`config.mk`:
```
export PLATFORM = sky130hd
export DESIGN_NAME = blockade_dn_writer
export DESIGN_NICKNAME = d
export VERILOG_FILES = /design/src/rtl/blockade_dn_writer.sv
export SDC_FILE = /design/constraint.sdc
export NUM_CORES = 1
export LEC_CHECK = 0
export ABC_AREA = 0
export CORE_ASPECT_RATIO = 1.4
export CORE_MARGIN = 4
export CORE_UTILIZATION = 45
export DETAILED_ROUTE_END_ITERATION = 16
export GPL_TIMING_DRIVEN = 0
export PLACE_DENSITY = 0.71
export SLEW_MARGIN = 0
export SYNTH_ARGS = -nofsm -noshare
export SYNTH_HDL_FRONTEND = slang
export SYNTH_SLANG_ARGS = --single-unit
```
`constraint.sdc`:
```
create_clock -name clk -period 2 [get_ports clk]
set_input_delay 0.6 -clock clk [delete_from_list [all_inputs] [get_ports clk]]
set_output_delay 0.6 -clock clk [all_outputs]
set_load 0.1 [all_outputs]
```
`src/rtl/blockade_dn_writer.sv`:
```
// blockade_dn_writer: accepts the loader byte stream, remaps file order into the
// 14-bit download address map and drives dn_addr/dn_data/dn_wr toward the game.
// Holds the game in reset until a complete, well-formed 2560-byte image is written.
// Optional feature: define BLOCKADE_DN_CHECKSUM_EN to add an 8-bit modular byte-sum
// check against EXPECTED_SUM.
module blockade_dn_writer #(
    parameter int unsigned WR_GAP       = 2,
    parameter logic [7:0]  EXPECTED_SUM = 8'h00
) (
    input  logic        clk,
    input  logic        reset,
    input  logic        s_valid,
    input  logic [7:0]  s_data,
    input  logic        s_last,
    output logic        s_ready,
    output logic [13:0] dn_addr,
    output logic [7:0]  dn_data,
    output logic        dn_wr,
    output logic        busy,
    output logic        done,
    output logic        error,
    output logic        cpu_reset_hold
);

    typedef enum logic [2:0] {
        StIdle, StSetup, StStrobe, StGap, StWait, StCheck, StDone, StErr
    } state_t;

    localparam logic [11:0] LastIdx = 12'd2559;
    localparam logic [3:0]  GapInit = (WR_GAP > 0) ? 4'(WR_GAP - 1) : 4'd0;

    state_t      state_q, state_d;
    logic [11:0] idx_q;
    logic [3:0]  gap_q;
    logic        last_q;   // captured byte carried s_last
    logic        end_q;    // captured byte was index 2559
    logic        dn_wr_q;
    logic        accept;
    logic        sum_ok;

    assign accept = s_valid && s_ready;

    // File index to board download address: U2, U3, U29, U43 in stream order.
    function automatic logic [13:0] map_addr(input logic [11:0] i);
        logic [13:0] a;
        case (i[11:8])
            4'h8:    a = 14'h1100 | {6'b0, i[7:0]};
            4'h9:    a = 14'h1000 | {6'b0, i[7:0]};
            default: a = i[10] ? {4'b0, i[9:0]} : (14'h0400 | {4'b0, i[9:0]});
        endcase
        return a;
    endfunction

`ifdef BLOCKADE_DN_CHECKSUM_EN
    logic [7:0] sum_q;

    // Running modular sum of every accepted byte.
    always_ff @(posedge clk) begin
        if (reset) begin
            sum_q <= 8'h00;
        end else if (accept) begin
            sum_q <= sum_q + s_data;
        end
    end

    assign sum_ok = (sum_q == EXPECTED_SUM);
`else
    logic unused_expected_sum;
    assign unused_expected_sum = ^EXPECTED_SUM;
    assign sum_ok = 1'b1;
`endif

    // Next-state decode for the load sequencer.
    always_comb begin
        state_d = state_q;
        unique case (state_q)
            StIdle, StWait: if (accept) state_d = StSetup;
            StSetup:        state_d = StStrobe;
            StStrobe: begin
                // A stream ending early or overrunning index 2559 is settled in CHECK.
                if (last_q || end_q)  state_d = StCheck;
                else if (WR_GAP == 0) state_d = StWait;
                else                  state_d = StGap;
            end
            StGap:          if (gap_q == 4'd0) state_d = StWait;
            StCheck:        state_d = (last_q && end_q && sum_ok) ? StDone : StErr;
            default:        state_d = state_q;
        endcase
    end

    // State, capture registers and registered status outputs.
    always_ff @(posedge clk) begin
        if (reset) begin
            state_q        <= StIdle;
            idx_q          <= 12'd0;
            gap_q          <= 4'd0;
            last_q         <= 1'b0;
            end_q          <= 1'b0;
            dn_addr        <= 14'd0;
            dn_data        <= 8'd0;
            dn_wr_q        <= 1'b0;
            s_ready        <= 1'b1;
            busy           <= 1'b0;
            done           <= 1'b0;
            error          <= 1'b0;
            cpu_reset_hold <= 1'b1;
        end else begin
            state_q        <= state_d;
            s_ready        <= (state_d == StIdle) || (state_d == StWait);
            busy           <= !((state_d == StIdle) || (state_d == StDone) || (state_d == StErr));
            done           <= (state_d == StDone);
            error          <= (state_d == StErr);
            cpu_reset_hold <= (state_d != StDone);
            dn_wr_q        <= (state_d == StStrobe);
            if (accept) begin
                dn_addr <= map_addr(idx_q);
                dn_data <= s_data;
                last_q  <= s_last;
                end_q   <= (idx_q == LastIdx);
                if (idx_q != LastIdx) idx_q <= idx_q + 12'd1;
            end
            if (state_q == StStrobe) begin
                gap_q <= GapInit;
            end else if (state_q == StGap && gap_q != 4'd0) begin
                gap_q <= gap_q - 4'd1;
            end
        end
    end

    // Reset kills a strobe already in flight in the same cycle.
    assign dn_wr = dn_wr_q && !reset;

endmodule

```
# Yosys cells after proc, flatten, opt, wreduce, memory -nomap -nowiden
# Cells that the tools add are included.
dict set report totals {
  output_inout_bits 28
  wordCells 57
  input_bits 12
  regBits 49
}
dict set report op_classes {
  reduce_logical 18
  muxes 9
  n_addsub 2
  eq_ne 14
}
# operator count
set op_table {}
lappend op_table {{$pmux W13 S2} 1}
lappend op_table {{$eq A3 B3 Y1 const B} 5}
lappend op_table {{$pmux W3 S5} 1}
lappend op_table {{$add A12 B1 Y12 const B} 1}
lappend op_table {{$eq A12 B12 Y1 const B} 1}
lappend op_table {{$ne A12 B12 Y1 const B} 1}
lappend op_table {{$mux W11} 1}
lappend op_table {{$eq A3 B2 Y1 const B} 3}
lappend op_table {{$mux W3} 3}
lappend op_table {{$eq A4 B4 Y1 const B} 2}
lappend op_table {{$logic_not A3 Y1} 2}
lappend op_table {{$logic_and A1 B1 Y1} 4}
lappend op_table {{$logic_not A4 Y1} 1}
lappend op_table {{$logic_or A1 B1 Y1} 4}
lappend op_table {{$reduce_bool A4 Y1} 1}
lappend op_table {{$reduce_or A2 Y1} 2}
lappend op_table {{$sub A4 B1 Y4 const B} 1}
lappend op_table {{$eq A3 B1 Y1 const B} 1}
lappend op_table {{$mux W1} 3}
lappend op_table {{$ne A3 B3 Y1 const B} 1}
lappend op_table {{$logic_not A1 Y1} 2}
lappend op_table {{$reduce_and A2 Y1} 1}
lappend op_table {{$reduce_bool A2 Y1} 1}

# Depth between registers and ports, before layout
dict set report logic_depth {
  depth_word 7
  mapped_depth 6
  depth_no_buf 6
}

# Least setup slack after synthesis
# OpenSTA, ideal clock, no wires.
dict set report synth_timing {
  path_kind {in2out}
  start {input port reset}
  end {output port dn_wr}
  t_required_ps 1400
  path_stages 2
  path_slack_ps -726
  path_buffers 1
  arrival_time_ps 2126
  cell_sequence {clkbuf_1 > nor2b_1}
}
dict set report synth_via {
  elab_chain_cells 2
}
# element line_no
set synth_rtl {}
lappend synth_rtl {{start, declared} 11} ;# input logic reset,
lappend synth_rtl {{$logic_not A1 Y1} 131} ;# assign dn_wr = dn_wr_q && !reset;
lappend synth_rtl {{$logic_and A1 B1 Y1} 131}
lappend synth_rtl {{end, declared} 18} ;# output logic dn_wr,
# Every way passes these cells.

# Worst setup path in the final report
dict set report layout_timing {
  start {register idx_q[9]}
  end {register idx_q[9]}
}
dict set report layout_via {
  elab_chain_cells 2
  elab_cells_between_ends 3
  classes_between {add/sub: 1; eq/ne: 1; reduce/logical: 1}
}
# element line_no
set layout_rtl {}
lappend layout_rtl {{start, declared} 33} ;# logic [11:0] idx_q;
lappend layout_rtl {{start signal, assigned} 120} ;# if (idx_q != LastIdx) idx_q <= idx_q + 12'd1;
lappend layout_rtl {{parallel branches: the longest is 2 deep, another holds $add A12 B1 Y12} --}
# Parallel ways; which one is timed is not known.
# A chain may end at the register's enable or synchronous reset.

==> results.sh <==
export IMPL_via_per_inst=5.10
export IMPL_numCtsBuffers=5
export IMPL_r2r_start="idx_q[9]$_SDFFE_PP0P_"
export IMPL_grt_max_degree=15
export IMPL_combPwrFrac_pct=31.3
export IMPL_die_x_um=63.9
export IMPL_path_max_fanout=5
export IMPL_finalInstanceArea_um2=2630
export IMPL_drive_gt1_share_pct=18.1
export IMPL_hold_buffers=0
export IMPL_synth_edf_count=0
export IMPL_areaGrowthSynthToFinish_pct=33.8
export IMPL_tightest_slew_ns=0.581
export IMPL_cts_path_max_buffers=2
export IMPL_synth_compound_area_share_pct=16.1
export IMPL_synthCells=235
export IMPL_ff2ff_path_depth=6
export IMPL_slew_headroom_pct=61.0
export IMPL_grt_pass1_vias=1665
export IMPL_synth_distinct_cells=46
export IMPL_wire_per_inst_um=13.2
export IMPL_drc=0
export IMPL_post_place_ws_ns=-1.26
export IMPL_hp_class="reg -> reg"
export IMPL_avgSynthCellArea_um2=8.37
export IMPL_maxCapViolCount=0
export IMPL_floorplan_initialDensity_pct=46.4
export IMPL_r2r_end="idx_q[9]$_SDFFE_PP0P_"
export IMPL_synth_top_family_by_area="simple AND/OR/NAND/NOR gates"
export IMPL_grt_pass1_wl_um=7470
export IMPL_outcome="completed"
export IMPL_antenna_found_initial=0
export IMPL_setup_tns_final_ns=0
export IMPL_post_dp_cell_area_um2=2420
export IMPL_sw_frac_of_total_pct=38.0
export IMPL_clkPwrFrac_pct=24.9
export IMPL_rrSetupSlack_ns=0.06
export IMPL_hold_start="dn_data[2]$_SDFFE_PP0P_"
export IMPL_maxSlewViolCount=0
export IMPL_vias=1768
export IMPL_power_density_nw_per_um2=920
export IMPL_min_delay_worst_endpoint="dn_data[2]$_SDFFE_PP0P_"
export IMPL_dr_pass1_iters=4
export IMPL_cts_sinks=47
export IMPL_drt_iter0_markers=82
export IMPL_globalRouteTotalUtil_pct=17.4
export IMPL_synthArstFlopShare_pct=0
export IMPL_final_min_clock_period_ns=1.94
export IMPL_syn_area_um2=1970
export IMPL_antenna_left=0
export IMPL_startpoint_type="register"
export IMPL_arrival_ns=2.14
export IMPL_ys_top_cells_by_area="dfxtp_1 48%, nand2_1 8.0%, a21oi_1 7.4%, nor2_1 2.9%, o21ai_0 2.5%"
export IMPL_power_uw=2420
export IMPL_synthAdderAreaFrac_pct=1.27
export IMPL_hold_depth=2
export IMPL_grt_overflow_total=0
export IMPL_clk_pin_slew_ns=0.08
export IMPL_fmax_mhz=514
export IMPL_synth_xor_area_share_pct=1.78
export IMPL_synth_flop_cell="dfxtp_1"
export IMPL_worstPathRequired_ns=2.20
export IMPL_fp_row_count=28
export IMPL_synth_largest_area_cell="dfxtp_1"
export IMPL_wirelength_um=4580
export IMPL_htreeDepth=2
export IMPL_worstSetupPathType="reg -> reg"
export IMPL_clock_latency_ns=0.31
export IMPL_place_congestion=0.865
export IMPL_synthSimpleGateAreaFrac_pct=26.5
export IMPL_ys_seq_elements=47
export IMPL_report_final_setup_viol=0
export IMPL_design_core_area_um2=4240
export IMPL_hold_violations=0
export IMPL_nets=300
export IMPL_p_seq_share_pct=43.8
export IMPL_place_hpwl_um=3090
export IMPL_intPower_uw=1500
export IMPL_fin_crit_sh_pct=97.2
export IMPL_die_area_um2=5510
export IMPL_ir_drop_uv=608
export IMPL_muxShareOfSynthArea_pct=1.08
export IMPL_finClkSkew_ns=0.00889
export IMPL_worstSetupEndpointType="register"
export IMPL_synth_warnings=0
export IMPL_io_buffers=37
export IMPL_p_switching_uw=919
export IMPL_cts_tree="built"
export IMPL_clk_root_buffer_cell="clkbuf_8"
export IMPL_synth_top_area_share_pct=47.8
export IMPL_die_h_um=86.2
export IMPL_timing_final_ws_setup_ns=0.0558
export IMPL_ys_seq_area_share_pct=47.8
export IMPL_total_leakage_power_uw=0.000975
export IMPL_antenna_cells=0
export IMPL_io_pins=40
## routing by layer
layer,vias to the layer above,GRT usage [%],share of wire [%]
li1,910,-,-
met1,802,18.4,41
met2,47,31.0,51
met3,9,4.93,5.2
met4,0,9.04,2.6
met5,-,0,0
## power by group through the flow
| stage | Combinational, uW | Sequential (uW) | Clock, uW |
|---|---|---|---|
| floorplan | 288 | 1350 | 0 |
| global placement | 732 | 1080 | 0 |
| detailed placement | 738 | 1080 | 0 |
| CTS | 739 | 1060 | 622 |
| global route | 808 | 1070 | 664 |
| finish | 757 | 1060 | 604 |
## layout by cell type, fill, tap and decap left out, types with 2 or more instances in the layout
| master | n |
|---|---|
| o21ai_0 | 10 |
| inv_1 | 7 |
| nand2b_1 | 2 |
| xor2_1 | 2 |
| conb_1 | 2 |
| nand2_1 | 42 |
| o211a_1 | 2 |
| a21oi_1 | 29 |
| or4_1 | 2 |
| nor2b_1 | 4 |
| nor4_1 | 3 |
| nand3_1 | 8 |
| nor2_1 | 15 |
| clkdlybuf4s15_2 | 25 |
| clkdlybuf4s50_1 | 9 |
| nor3_1 | 6 |
| o21bai_1 | 2 |
| or3_1 | 3 |
| dfxtp_1 | 45 |
| and3b_1 | 3 |
| buf_4 | 9 |
| nand4_1 | 3 |
| ha_1 | 2 |
| clkbuf_8 | 7 |
| clkbuf_1 | 12 |
| xnor2_1 | 2 |
## sequential cells by signal (all words and copies together), names as in the netlist
signal and count:
done 1, dn_addr 12, idx_q 12, s_ready 1, end_q 1, last_q 1
busy 1, state_q 3, gap_q 4, dn_data 8, error 1, cpu_reset_hold 1
dn_wr_q 1
## worst max-delay path, stage by stage (launching register included)
cell and delay [ns]:
dfxtp_4 0.36, or3b_1 0.37, buf_4 0.17, o41ai_4 0.37
buf_4 0.21, nor4_2 0.05, mux2_1 0.31
## area by class of cell
class / instances / area [um^2]
inverters: 7 / 26.3
fillers: 377 / 1610
clock buffers: 7 / 86.3
repair buffers: 43 / 458
well taps: 60 / 75.1
flip-flops and latches: 47 / 946
plain buffers: 16 / 88.8
clock inverters: 1 / 8.76
multi-input cells: 166 / 942
## metrics by stage
| stage | utilization (%) | cells | hold slack, ns |
|---|---|---|---|
| after global routing | 62.1 | 347 | 0.475 |
| after global placement | 57.2 | 333 | 0.441 |
| after detailed placement | 57.2 | 333 | 0.447 |
| after floorplan | - | 236 | 0.462 |
| final | 62.1 | 347 | 0.455 |
| after CTS | 61.0 | 342 | 0.459 |
## repair_timing
action | 4_1_cts | 5_1_grt
resized for setup | 89 | 7
cloned | 0 | 1
pin swaps | 0 | 1
buffers inserted | 1 | 4
endpoints found under the setup margin | 27 | 13
## cells in the mapped netlist, types with 2 or more instances
master / instances
and3b_1: 3
nor4_1: 4
clkbuf_1: 12
dfxtp_1: 47
inv_1: 7
or4_1: 2
nor2b_1: 5
and2_1: 2
xnor2_1: 2
xor2_1: 2
ha_1: 2
nand3_1: 8
nor3_1: 6
nand2b_1: 2
nor2_1: 15
buf_4: 2
o21ai_0: 10
a21oi_1: 29
o21bai_1: 2
or3_1: 3
o211a_1: 2
nand2_1: 42
nand4_1: 3
## kinds of logic after synthesis
group	Yosys count
AOI/OAI and AO/OA	52
xor gates and xnor gates	4
adders and majority gates	2
buffers and inverters	23
DFF	47
muxes	2
other	1
and+or+nand+nor	104
## worst max-delay path by stage
stage,startpoint,endpoint,cells after the start
after floorplan,reset,dn_wr,2
after global placement,reset,dn_wr,4
after detailed placement,reset,dn_wr,4
after CTS,s_valid,idx_q[9]$_SDFFE_PP0P_,5
after global routing,idx_q[9]$_SDFFE_PP0P_,idx_q[9]$_SDFFE_PP0P_,6
final,idx_q[9]$_SDFFE_PP0P_,idx_q[9]$_SDFFE_PP0P_,6
Power figures use the tool's default switching activity.
